$ cat src/rtl/fir_pkg.sv
// Shared constants and state encoding for the FIR upstream sequencer.
package fir_pkg;

    localparam int NUM_TAPS = 8;   // taps / coefficients per load
    localparam int DATA_W   = 8;   // sample and coefficient width (signed)
    localparam int ADDR_W   = 3;   // coefficient address width
    localparam int ACC_W    = 32;  // datapath result width (signed)
    localparam int CNT_W    = 4;   // sample-history counter, saturates at NUM_TAPS

    typedef enum logic [1:0] {
        ST_IDLE  = 2'd0,
        ST_LOAD  = 2'd1,
        ST_RUN   = 2'd2,
        ST_DRAIN = 2'd3
    } fir_state_e;

endpackage

$ cat src/rtl/fir_control_unit.sv
// Upstream sequencer for the 8-tap FIR datapath: loads the coefficient bank from a
// stream, then shifts samples into the delay line and registers each filter output.
//
// Handshakes: every stream transfers on a rising edge where valid and ready are both
// high in the preceding cycle; valid never depends on ready, and a producer holding
// valid keeps its data stable until the transfer.
module fir_control_unit
    import fir_pkg::*;
(
    input  logic                 clk,
    input  logic                 rst,
    input  logic                 i_load_req,
    input  logic                 i_coeff_valid,
    input  logic [DATA_W-1:0]    i_coeff_data,
    output logic                 o_coeff_ready,
    input  logic                 i_sample_valid,
    input  logic [DATA_W-1:0]    i_sample_data,
    output logic                 o_sample_ready,
    output logic                 o_coeff_write_en,
    output logic [ADDR_W-1:0]    o_coeff_addr,
    output logic [DATA_W-1:0]    o_coeff_data,
    output logic                 o_shift_enable,
    output logic [DATA_W-1:0]    o_dp_data,
    input  logic [ACC_W-1:0]     i_dp_result,
    output logic [ACC_W-1:0]     o_result,
    output logic                 o_result_valid,
    input  logic                 i_result_ready,
    output logic                 o_result_warm,
    output logic                 o_busy,
    output logic [1:0]           o_state
);

    localparam logic [ADDR_W-1:0] LAST_ADDR = ADDR_W'(NUM_TAPS - 1);
    localparam logic [CNT_W-1:0]  FULL_CNT  = CNT_W'(NUM_TAPS);

    fir_state_e          state_q, state_d;
    logic [ADDR_W-1:0]   cnt_q, cnt_d;
    logic                pending_q, pending_d;
    logic [ACC_W-1:0]    result_q, result_d;
    logic                result_valid_q, result_valid_d;
    logic                result_warm_q, result_warm_d;
    logic [CNT_W-1:0]    sample_cnt_q, sample_cnt_d;

    logic                coeff_accept;
    logic                sample_accept;
    logic                can_cap;
    logic                capture;

    // Handshake decode; coefficient writes only exist in LOAD and shifts only in RUN,
    // so the two datapath strobes can never coincide.
    always_comb begin
        can_cap        = !result_valid_q || i_result_ready;
        capture        = pending_q && can_cap;
        o_coeff_ready  = (state_q == ST_LOAD);
        coeff_accept   = o_coeff_ready && i_coeff_valid;
        o_sample_ready = (state_q == ST_RUN) && !i_load_req && (!pending_q || can_cap);
        sample_accept  = o_sample_ready && i_sample_valid;
    end

    // Datapath drive: strobes and their data are presented in the accepting cycle.
    always_comb begin
        o_coeff_write_en = coeff_accept;
        o_coeff_addr     = cnt_q;
        o_coeff_data     = coeff_accept ? i_coeff_data : '0;
        o_shift_enable   = sample_accept;
        o_dp_data        = sample_accept ? i_sample_data : '0;
    end

    // Next-state logic for the FSM, the address counter and the output slice.
    always_comb begin
        state_d        = state_q;
        cnt_d          = cnt_q;
        pending_d      = pending_q;
        result_d       = result_q;
        result_valid_d = result_valid_q;
        result_warm_d  = result_warm_q;
        sample_cnt_d   = sample_cnt_q;

        case (state_q)
            ST_IDLE: begin
                if (i_load_req) state_d = ST_LOAD;
            end
            ST_LOAD: begin
                if (coeff_accept) begin
                    if (cnt_q == LAST_ADDR) begin
                        cnt_d   = '0;
                        state_d = ST_RUN;
                    end else begin
                        cnt_d = cnt_q + 1'b1;
                    end
                end
            end
            ST_RUN: begin
                if (i_load_req) state_d = ST_DRAIN;
            end
            ST_DRAIN: begin
                // Wait until the last shifted sample has been captured.
                if (!pending_q) state_d = ST_LOAD;
            end
            default: state_d = ST_IDLE;
        endcase

        // The delay line is never cleared by a reload, so the history count only saturates.
        if (sample_accept) begin
            pending_d = 1'b1;
            if (sample_cnt_q != FULL_CNT) sample_cnt_d = sample_cnt_q + 1'b1;
        end else if (capture) begin
            pending_d = 1'b0;
        end

        // The count already includes the sample whose sum is being captured.
        if (capture) begin
            result_d       = i_dp_result;
            result_valid_d = 1'b1;
            result_warm_d  = (sample_cnt_q >= FULL_CNT);
        end else if (i_result_ready) begin
            result_valid_d = 1'b0;
        end
    end

    // State and output registers; reset abandons any partial load or pending sample.
    always_ff @(posedge clk or posedge rst) begin
        if (rst) begin
            state_q        <= ST_IDLE;
            cnt_q          <= '0;
            pending_q      <= 1'b0;
            result_q       <= '0;
            result_valid_q <= 1'b0;
            result_warm_q  <= 1'b0;
            sample_cnt_q   <= '0;
        end else begin
            state_q        <= state_d;
            cnt_q          <= cnt_d;
            pending_q      <= pending_d;
            result_q       <= result_d;
            result_valid_q <= result_valid_d;
            result_warm_q  <= result_warm_d;
            sample_cnt_q   <= sample_cnt_d;
        end
    end

    assign o_result       = result_q;
    assign o_result_valid = result_valid_q;
    assign o_result_warm  = result_warm_q;
    assign o_busy         = (state_q != ST_RUN);
    assign o_state        = state_q;

endmodule
$ cat config.mk
export PLATFORM = sky130hd
export DESIGN_NAME = fir_control_unit
export DESIGN_NICKNAME = d
export VERILOG_FILES = /design/src/rtl/fir_pkg.sv /design/src/rtl/fir_control_unit.sv
export SDC_FILE = /design/constraint.sdc
export NUM_CORES = 1
export LEC_CHECK = 0
export ABC_AREA = 0
export ABC_CLOCK_PERIOD_IN_PS = 3450
export BUFFER_PORTS_ARGS = -buffer_cell sky130_fd_sc_hd__buf_4
export CAP_MARGIN = 20
export CORE_ASPECT_RATIO = 0.7
export CORE_MARGIN = 3
export CORE_UTILIZATION = 46
export DETAILED_ROUTE_END_ITERATION = 8
export PLACE_DENSITY = 0.84
export SLEW_MARGIN = 30
export SYNTH_ARGS = -nofsm -noshare
export SYNTH_HDL_FRONTEND = slang
export SYNTH_SLANG_ARGS = --single-unit
$ cat constraint.sdc
create_clock -name clk -period 3.45 [get_ports clk]
set_input_delay 0 -clock clk [delete_from_list [all_inputs] [get_ports clk]]
set_output_delay 0 -clock clk [all_outputs]
set_load 0.1 [all_outputs]
# Yosys cells after proc, flatten, opt, wreduce, memory -nomap -nowiden
# Index checks and enable logic that the tools add are counted.
[word_totals]
register_bits = 44
latchBits = 0
mem_bits_ro = 0
n_memories = 0
input_bits = 54
ram_bits = 0
output_inout_bits = 60
elab_cells = 50
[op_classes]
div = 0
bitwise = 0
add_sub_neg = 2
mux = 13
mul = 0
n_reduce_logical = 16
shift = 0
n_lt_le_gt_ge = 1
eq_ne = 11
[ops]
columns = ["cell", "n"]
rows = [
  ["$mux 8", 2],
  ["$mux 2", 5],
  ["$ne 2x2->1 const B", 4],
  ["$pmux 2 s4", 1],
  ["$logic_and 1x1->1", 5],
  ["$reduce_and 5->1", 1],
  ["$add 4x1->4 const B", 1],
  ["$eq 2x2->1 const B", 2],
  ["$ge 4x4->1 const B", 1],
  ["$mux 1", 4],
  ["$ne 2x1->1 const B", 2],
  ["$ne 4x4->1 const B", 1],
  ["$reduce_and 2->1", 2],
  ["$reduce_bool 2->1", 2],
  ["$add 3x1->3 const B", 1],
  ["$eq 3x3->1 const B", 1],
  ["$logic_not 1->1", 3],
  ["$mux 3", 1],
  ["$eq 2x1->1 const B", 1],
  ["$logic_not 2->1", 1],
  ["$logic_or 1x1->1", 2],
]

# Longest topological paths before layout
[logic_depth]
depth_word = 6
mapped_depth = 6
depth_no_buf = 5

# Worst setup path after synthesis
# No wires, ideal clock.
[synth_timing]
path_kind = "register -> output"
start = "register state_q[1], in the netlist o_state[1]"
end = "output port o_sample_ready"
t_required_ps = 3450
path_slack_ps = -571
stages_incl_launch_ff = 4
arrival_ps = 4021
cell_sequence = "dfrtp_1 > ha_1 > inv_1 > nor3b_1"
[synth_between]
elab_chain_len = 3
[synth_rtl]
columns = ["item", "line", "rtl"]
rows = [
  ["start: declaration", "fir_control_unit.sv:36", "fir_state_e state_q, state_d;"],
  ["start signal: assignment", "fir_control_unit.sv:132", "state_q <= state_d;"],
  ["$eq 2x2->1", "fir_control_unit.sv:56", "o_sample_ready = (state_q == ST_RUN) && !i_load_req && (!pending_q || can_cap);"],
  ["$logic_and 1x1->1 (2 in series)", "fir_control_unit.sv:56", ""],
  ["end: declaration", "fir_control_unit.sv:18", "output logic o_sample_ready,"],
]
# Every way passes these cells.

# Worst setup path in the final report
[layout_timing]
start = "register state_q[0], in the netlist o_state[0]"
end = "output port o_dp_data[2]"
[layout_between]
elab_chain_len = 5
[layout_rtl]
columns = ["item", "line", "rtl"]
rows = [
  ["$eq 2x2->1", "fir_control_unit.sv:56", ""],
  ["$logic_and 1x1->1 (2 in series)", "fir_control_unit.sv:56", ""],
  ["$logic_and 1x1->1", "fir_control_unit.sv:57", "sample_accept = o_sample_ready && i_sample_valid;"],
  ["$mux 8", "fir_control_unit.sv:66", "o_dp_data = sample_accept ? i_sample_data : '0;"],
  ["end: declaration", "fir_control_unit.sv:23", "output logic [DATA_W-1:0] o_dp_data,"],
]
# Every way passes these cells.

==> flow_summary_export.csv <==
group,metric,value,unit
run_status,outcome,"finished, final reports clean",
routing,route.detailed.drc,0,
sta,max_freq,515,MHz
setup_path,crit_slowest_cell,"dfrtp_1",
sta,finalSetupViolations,0,
setup_path,rr_endpoint,"sample_cnt_q[1]$_DFFE_PP0P_",
sta,worst_slew_pin_slew,0.539,ns
finish,area_delta_synth_final,69.1,%
clocking,clock_sinks,44,
logic_synthesis,syn_inst,143,
clocking,cts_buffers,5,
sta,period_minus_slack,1.94,ns
global_routing,grt_max_degree,45,
setup_path,path_depth,5,
clocking,root_buffer,"clkbuf_8",
logic_synthesis,yosysMostFrequentCell,"dfrtp_1",
setup_path,critical_path_class,"reg2out",
logic_synthesis,avgSynthCellArea,13.6,µm²
routing,dr.pass1.iters,4,
logic_synthesis,synth.distinct_cells,22,
routing,wl_per_cell,14.9,µm
logic_synthesis,synth_top_cell_area_share,0.566,
worst_hold_path,hold_path.class,"in2reg",
setup_path,reg2regPathDepth,5,
logic_synthesis,synth-seq-cells,44,
setup_path,cpPeakStageDelay,0.43,ns
clocking,clk_pin_slew,0.07,ns
sta,maxSlewHeadroom,0.641,
clocking,clockBufferDepth,2,
floorplanning,die_y,60.4,µm
logic_synthesis,ys_seq_area_frac,0.566,
logic_synthesis,syn_nets,206,
sta,hold_violations,0,
logic_synthesis,ys.flop_type,"dfrtp_1",
routing,drt_wl_total,5160,µm
routing,viasPerCell,4.82,
job,maxCapViolations,0,
global_routing,grt_pass1_wl,8250,µm
setup_path,path_cells,"inv_1, ha_1, and3b_1, and3_1, buf_4",
routing,drt_first_iter_violations,63,
logic_synthesis,synthesis.area,1950,µm²
setup_path,endpoint_kind,"output pin",
place,port_buffers,113,
place,gp_congestion,0.868,
sta,fin_skew,0.00517,ns
floorplanning,coreArea,3990,µm²
setup_path,crit_buf_inv,2,
global_routing,grt_overflow,0,
sta,finalCritPeriodShare,0.563,
finish,drive_above_1_share,0.549,
setup_path,crit_path_max_fanout,12,
routing,drt.antenna.violating_nets,0,
finish,fin_nets,357,
clocking,cts_tree,"done",
global_routing,grt_pass1_vias,1718,
setup_path,worstPathArrival,1.94,ns
global_routing,grtUsageTotal,0.210,
setup_path,rrSetupSlack,1.72,ns
setup_path,startpoint,"o_state[0]$_DFFE_PP0P_",
setup_path,cpLargestDelayFamily,"simple AND/OR/NAND/NOR gates",
finish,diodes,0,
sta,fin_ws,1.51,ns
clocking,postCtsSetupBuffers,0,
floorplanning,die_width,83.7,µm
logic_synthesis,ys_top_cells_by_area,"dfrtp_1 (57%), mux2_2 (21%), ha_1 (5.8%), and3_1 (5.5%), inv_1 (1.5%)",
setup_path,setup.worst_path.start_class,"flop",
logic_synthesis,yosys-top-cells-count,"dfrtp_1 (44), mux2_2 (37), and3_1 (17), ha_1 (9), inv_1 (8)",
routing,routed-via-count,1671,
setup_path,r2r_start,"o_state[0]$_DFFE_PP0P_",
sta,finalMaxSlewViolations,0,
sta,finalSetupTns,0,ns
sta,rsz0062_at_grt,"no",
place,dp_hpwl,3560,µm
logic_synthesis,synth_edf_count,0,
floorplanning,rows,19,
logic_synthesis,synth-async-reset-ratio,1.00,
logic_synthesis,synth.yosys.warnings,0,
clocking,cts_max_level,2,
floorplanning,start_util,0.487,
setup_path,cp-endpoint,"o_dp_data[2]",
place,place_ws,1.72,ns
clocking,insertion_delay,0.29,ns
global_routing,antenna_found_initial,0,
setup_path,cp.required,3.45,ns
logic_synthesis,yosysTopAreaCell,"dfrtp_1",
floorplanning,dieArea,5060,µm²
floorplanning,io_pins,114,
[cells by family (layout without fill, tap and decap cells)]
kind of cell             after synthesis  count (layout)  synth area share
flip-flops                            44              44             0.566
multiplexers                          39              39             0.227
AND/OR/NAND/NOR                       31              31            0.0926
buffers and inverters                 13             165            0.0270
adder cells (fa/ha/maj)                9               9            0.0579
AO/OA/AOI/OAI                          5               5            0.0206
XOR/XNOR                               2               2           0.00900
[through the flow]
| stage | instances | hold WS, ns | cell area, µm² | utilization |
|---|---|---|---|---|
| global route | 347 | 0.222 | 3290 | 0.824 |
| global placement | 305 | 0.170 | 2860 | 0.715 |
| CTS | 347 | 0.177 | 3290 | 0.824 |
| floorplan | 143 | 0.151 | 1950 | - |
| detailed placement | 305 | 0.174 | 2860 | 0.715 |
| finish | 347 | 0.186 | 3290 | 0.824 |
[per-layer routing]
metal | global-route usage | share of wire
met1 | 0.249 | 0.40
met2 | 0.385 | 0.53
met3 | 0.0651 | 0.070
met4 | 0.0550 | 0.0031
met5 | 0 | 0
[layout make-up]
cell class	instances	area, µm²
inverter	8	30.0
timing repair buffer	149	1200
tap	52	65.1
clock buffer	7	86.3
sequential	44	1100
clock inverter	1	7.51
fill	232	703
multi-input combinational	86	797
[how the worst min path moves through the flow]
stage	startpoint	depth (start not counted)	end
2_1_floorplan	i_dp_result[27]	1	o_result[27]$_DFFE_PP0P_
3_3_place_gp	rst	3	o_result[30]$_DFFE_PP0P_
3_5_place_dp	rst	3	o_result[4]$_DFFE_PP0P_
4_1_cts	i_coeff_valid	3	o_coeff_addr[0]$_DFFE_PP0P_
5_1_grt	i_coeff_valid	3	o_coeff_addr[0]$_DFFE_PP0P_
6_report	i_coeff_valid	3	o_coeff_addr[0]$_DFFE_PP0P_
[flip-flops by register name, summed over array words and instances, names as in the netlist]
signal,count
o_coeff_addr,3
o_state,2
o_result_valid,1
o_result,32
pending_q,1
sample_cnt_q,4
o_result_warm,1
[worst register-to-register path, cell delays in order, from the launching register on]
cell      delay (ns)
dfrtp_1         0.43
inv_1           0.13
ha_1            0.19
and3b_1         0.37
o211ai_1        0.20
mux2_2          0.31
[cells in the final DEF, fill, tap and decap left out, drive strengths merged]
cell type    count
nor3b            1
dfrtp           44
ha               9
nand3            2
o21ba            1
a221o            1
dlygate4sd3     34
nand3b           1
inv              7
mux2i            1
xnor2            2
nor3             1
buf            115
mux2            38
clkbuf           7
o211ai           1
and3b            1
clkinv           1
and3            17
clkinvlp         1
a21o             1
nand2b           2
a21oi            1
nand2            6
[timing repair]
item / 4_1_cts / 5_1_grt
gates resized for setup: 0 / 0
endpoints found under the hold margin: 77 / 0
hold buffers: 34 / 0
Power is left out: the tool's default activity adds up to more than one toggle a clock period on the data nets, which glitch-free logic cannot reach.
